==> src/rtl/mult_wide_acc.sv <==
// Parametrised multi-lane multiply-add with optional accumulator: Z = base +/- A0*B0 +/- ...
// Input, product and output register stages are individually selectable; a valid bit rides along.
module mult_wide_acc #(
    parameter int unsigned LANES     = 4,
    parameter int unsigned AW        = 9,
    parameter int unsigned BW        = 9,
    parameter int unsigned ZW        = 54,
    parameter int unsigned REG_IN    = 1,
    parameter int unsigned REG_PIPE  = 0,
    parameter int unsigned REG_OUT   = 1,
    parameter int unsigned SIGNED_EN = 1
) (
    input  logic                CLK,
    input  logic                RST,
    input  logic                IN_VALID,
    input  logic [LANES*AW-1:0] A,
    input  logic [LANES*BW-1:0] B,
    input  logic [ZW-1:0]       C,
    input  logic [LANES-1:0]    ADDSUB,
    input  logic                SIGNED,
    input  logic                LOADC,
    input  logic                ACC_EN,
    output logic [ZW-1:0]       Z,
    output logic                OUT_VALID
);

    localparam int unsigned PW  = AW + BW;
    localparam int unsigned XW  = PW + 2;
    localparam int unsigned S1W = 1 + LANES*AW + LANES*BW + ZW + LANES + 3;
    localparam int unsigned S2W = 1 + LANES*ZW + ZW + LANES + 2;

    if (LANES < 1 || LANES > 8) begin : g_bad_lanes
        $error("mult_wide_acc: LANES must be in 1..8");
    end
    if (ZW < AW + BW + $clog2(LANES) + 1) begin : g_bad_zw
        $error("mult_wide_acc: ZW too narrow for AW+BW+clog2(LANES)+1");
    end

    // ---------------- input stage ----------------
    logic [S1W-1:0] s1_d, s1;
    assign s1_d = {IN_VALID, A, B, C, ADDSUB, (SIGNED_EN != 0) && SIGNED, LOADC, ACC_EN};

    if (REG_IN != 0) begin : g_in_reg
        logic [S1W-1:0] s1_q;
        always_ff @(posedge CLK) begin
            if (RST) s1_q <= '0;
            else     s1_q <= s1_d;
        end
        assign s1 = s1_q;
    end else begin : g_in_byp
        assign s1 = s1_d;
    end

    logic                v1, sgn1, loadc1, accen1;
    logic [LANES*AW-1:0] a1;
    logic [LANES*BW-1:0] b1;
    logic [ZW-1:0]       c1;
    logic [LANES-1:0]    addsub1;
    assign {v1, a1, b1, c1, addsub1, sgn1, loadc1, accen1} = s1;

    // ---------------- lane products ----------------
    // Operands are extended to PW+2 bits so one unsigned multiply serves both signednesses;
    // the low PW bits then hold the exact product, extended to ZW by the operand mode.
    logic [LANES*ZW-1:0] p1;
    always_comb begin
        logic [XW-1:0] ea, eb, pr;
        p1 = '0;
        ea = '0;
        eb = '0;
        pr = '0;
        for (int unsigned i = 0; i < LANES; i++) begin
            ea = {{(XW-AW){sgn1 & a1[i*AW+AW-1]}}, a1[i*AW +: AW]};
            eb = {{(XW-BW){sgn1 & b1[i*BW+BW-1]}}, b1[i*BW +: BW]};
            pr = ea * eb;
            p1[i*ZW +: ZW] = {{(ZW-PW){sgn1 & pr[PW-1]}}, pr[PW-1:0]};
        end
    end

    // ---------------- product pipeline stage ----------------
    logic [S2W-1:0] s2_d, s2;
    assign s2_d = {v1, p1, c1, addsub1, loadc1, accen1};

    if (REG_PIPE != 0) begin : g_pipe_reg
        logic [S2W-1:0] s2_q;
        always_ff @(posedge CLK) begin
            if (RST) s2_q <= '0;
            else     s2_q <= s2_d;
        end
        assign s2 = s2_q;
    end else begin : g_pipe_byp
        assign s2 = s2_d;
    end

    logic                v2, loadc2, accen2;
    logic [LANES*ZW-1:0] p2;
    logic [ZW-1:0]       c2;
    logic [LANES-1:0]    addsub2;
    assign {v2, p2, c2, addsub2, loadc2, accen2} = s2;

    // ---------------- sum stage and accumulator ----------------
    logic [ZW-1:0] sum, base, result, acc_d, acc_q;

    always_comb begin
        sum = '0;
        for (int unsigned i = 0; i < LANES; i++) begin
            if (addsub2[i]) sum = sum + p2[i*ZW +: ZW];
            else            sum = sum - p2[i*ZW +: ZW];
        end
        base   = (accen2 && !loadc2) ? acc_q : c2;
        result = base + sum;
        acc_d  = acc_q;
        if (v2 && accen2) acc_d = result;
    end

    always_ff @(posedge CLK) begin
        if (RST) acc_q <= '0;
        else     acc_q <= acc_d;
    end

    // ---------------- output stage ----------------
    if (REG_OUT != 0) begin : g_out_reg
        logic [ZW-1:0] z_d, z_q;
        logic          ov_q;
        always_comb z_d = v2 ? result : z_q;
        always_ff @(posedge CLK) begin
            if (RST) begin
                z_q  <= '0;
                ov_q <= 1'b0;
            end else begin
                z_q  <= z_d;
                ov_q <= v2;
            end
        end
        assign Z         = z_q;
        assign OUT_VALID = ov_q;
    end else begin : g_out_byp
        assign Z         = result;
        assign OUT_VALID = v2;
    end

endmodule

==> config.mk <==
export PLATFORM = sky130hd
export DESIGN_NAME = mult_wide_acc
export DESIGN_NICKNAME = d
export VERILOG_FILES = /design/src/rtl/mult_wide_acc.sv
export SDC_FILE = /design/constraint.sdc
export NUM_CORES = 2
export LEC_CHECK = 0
export CELL_PAD_IN_SITES_DETAIL_PLACEMENT = 1
export CELL_PAD_IN_SITES_GLOBAL_PLACEMENT = 1
export CORE_ASPECT_RATIO = 0.5
export CORE_MARGIN = 2
export CORE_UTILIZATION = 52
export CTS_CLUSTER_SIZE = 25
export DETAILED_ROUTE_END_ITERATION = 7
export PLACE_DENSITY_LB_ADDON = 0.1
export SYNTH_ARGS = -nofsm -noshare
export SYNTH_HDL_FRONTEND = slang
export SYNTH_SLANG_ARGS = --single-unit
==> constraint.sdc <==
create_clock -name CLK -period 28.9 [get_ports CLK]
set_clock_uncertainty 0.05 [all_clocks]
set_input_delay 2.89 -clock CLK [delete_from_list [all_inputs] [get_ports CLK]]
set_output_delay 2.89 -clock CLK [all_outputs]
set_load 0.05 [all_outputs]
==> flow_summary.json <==
{
  "status": "finished clean",
  "async_flop_share": 0,
  "h-tree-depth": 1,
  "slowest_stage": "a2111oi_0",
  "ctsHoldBuffers": 0,
  "cts_buffer_depth": 3,
  "rows": 68,
  "max_stage_delay_ns": 0.74,
  "syn_nets": 5228,
  "finalCriticalPeriod_ns": 16.83,
  "synth.avg_cell_area_sq_um": 8.262,
  "drv_slew": 0,
  "worstPathRequired_ns": 29.37,
  "fin_nets": 5287,
  "crit_path_start_kind": "flip-flop",
  "netlist_top_cells_count": "inv_1, ha_1, nand2_1",
  "netlist_area_sq_um": 36060,
  "synth_ff_type": "dfxtp_1",
  "synth_edf_count": 0,
  "yosys.area_share.adder": 0.3213,
  "hpwl_mm": 102.2,
  "post-route-period-util": 0.5825,
  "avgViaCountPerCell": 6.028,
  "first_pass_iters": 5,
  "vias": 32280,
  "synth_seq_area_share": 0.1349,
  "endpoint_kind": "flip-flop",
  "syn_inst": 4365,
  "cts.sinks": 243,
  "antenna_found_initial": 3,
  "synth_xor_area_frac": 0.08313,
  "tns_ns": 0,
  "die_w_um": 376.4,
  "tightest_slew_ns": 1.079,
  "synth_area_leader_cell": "fa_1",
  "yosysMostFrequentCell": "inv_1",
  "drc": 0,
  "synth_simple_gate_area_frac": 0.1915,
  "numPortBuffers": 190,
  "wl_mm": 126.7,
  "avgRoutedWirePerCell_um": 23.66,
  "cts_buffers": 26,
  "grt_usage": 0.3534,
  "clkLatencyLatePin_ns": 0.65,
  "start_util": 0.5246,
  "rsz0062_at_grt": "false",
  "ys_ff_latch": 243,
  "synth_top_family_by_area": "adder cells",
  "synth_compound_area_frac": 0.1694,
  "yosysUniqueCellTypes": 96,
  "multi_input_area_sq_um": 28740,
  "hold_class": "flip-flop to flip-flop",
  "core_sq_um": 68750,
  "ioPinCount": 191,
  "netlist.area_leader.share": 0.1843,
  "max_slew_margin": 0.2805,
  "nFillCells": 8232,
  "grt_max_degree": 104,
  "die_height_um": 190.2,
  "ctsResizeCount": 0,
  "drt-initial-drc-count": 2680,
  "cap_violations": 0,
  "overflow": 0,
  "synthTopCellsByArea": "fa_1, ha_1, dfxtp_1, xnor2_1, inv_1",
  "crit_fanout": 22,
  "area_growth_pct": 9.496,
  "root_buffer": "clkbuf_16",
  "ant_nets": 0,
  "ys_warn_count": 0,
  "gp_congestion": 0.9698,
  "setup_viol": 0,
  "hold_viol": 0,
  "cts_tree": "done",
  "grt_pass1_wl_mm": 197.4,
  "synth.area.mux_share": 0.03098,
  "crit_type": "flip-flop to flip-flop",
  "seq_area_sq_um": 4870,
  "max_freq_ghz": 0.05940,
  "drive_above_1_share": 0.04703,
  "grt_pass1_vias": 33780,
  "path_clk_slew_ns": 0.07,
  "critical_path_arrival_ns": 17.31,
  "die_area_sq_um": 71600,
  "post_cts_buffers": 0
}
## state kept, by name, indices dropped and copies added (netlist names)
signal         cells
acc_q             54
OUT_VALID          1
Z                 54
g_in_reg.s1_q    134
## through the flow
stage | cells | cell area, sq um | hold slack [ns] | util | setup WS [ns]
global placement | 5306 | 38600 | 0.3887 | 0.5615 | 12.77
global route | 5354 | 39490 | 0.4203 | 0.5744 | 11.00
finish | 5355 | 39490 | 0.4049 | 0.5744 | 12.07
floorplan | 4365 | 36060 | 0.3838 | - | 14.23
detailed placement | 5306 | 38600 | 0.3978 | 0.5615 | 12.55
CTS | 5354 | 39490 | 0.4071 | 0.5744 | 12.38
## worst max-delay path: cells and delay by family, from the launching register on
family / cells / cell delay (ns)
multiplexers: 1 / 0.21
adder cells (fa/ha/maj): 11 / 4.44
AO/OA/AOI/OAI: 22 / 5.97
XOR/XNOR: 4 / 1.03
flip-flops: 1 / 0.70
buffers and inverters: 4 / 0.29
AND/OR/NAND/NOR: 21 / 4.01
## layout by cell type, fill, tap and decap left out, drive strengths merged, types with 59 or more instances in the layout
| cell | instances |
|---|---|
| a21o | 143 |
| a21oi | 298 |
| and2 | 190 |
| clkdlybuf4s50 | 189 |
| dfxtp | 243 |
| fa | 332 |
| ha | 395 |
| inv | 481 |
| mux2 | 59 |
| nand2 | 371 |
| nand3 | 72 |
| nor2 | 259 |
| nor2b | 166 |
| nor3 | 63 |
| o21a | 60 |
| o21ai | 152 |
| xnor2 | 234 |
| xor2 | 95 |
## metal layers
| layer | track usage | vias to the layer above | part of all wire |
|---|---|---|---|
| met3 | 0.05465 | 150 | 0.069 |
| met5 | 0 | - | 0.00018 |
| met2 | 0.5596 | 960 | 0.44 |
| met1 | 0.5145 | 16330 | 0.47 |
| li1 | - | 14840 | - |
| met4 | 0.06200 | 4 | 0.019 |
## layout make-up
class	instances	area share
Multi-Input combinational cell	3466	0.7279
Sequential cell	243	0.1233
Timing Repair Buffer	210	0.05206
Inverter	477	0.04541
Tap cell	910	0.02883
Clock buffer	30	0.01787
Clock inverter	18	0.004594
Antenna cell	1	0.00006337
## path summary, 6_finish.rpt
kind | startpoint | to | slack [ns] | cells after the start
worst max-delay path | g_in_reg.s1_q[2] | acc_q[53] | 12.07 | 63
worst min-delay path | acc_q[33] | acc_q[33] | 0.40 | 2
worst max register to register | g_in_reg.s1_q[2] | acc_q[53] | 12.07 | 63
worst min register to register | acc_q[33] | acc_q[33] | 0.40 | 2
## logic make-up after synthesis
group                      after synthesis
muxes                                  103
buffers and inverters                  656
xor gates and xnor gates               333
DFF                                    243
and+or+nand+nor                       1364
adders and majority gates              727
AOI/OAI and AO/OA                      939
Power is left out: the tool's default activity adds up to more than one toggle a clock period on the data nets, which glitch-free logic cannot reach.
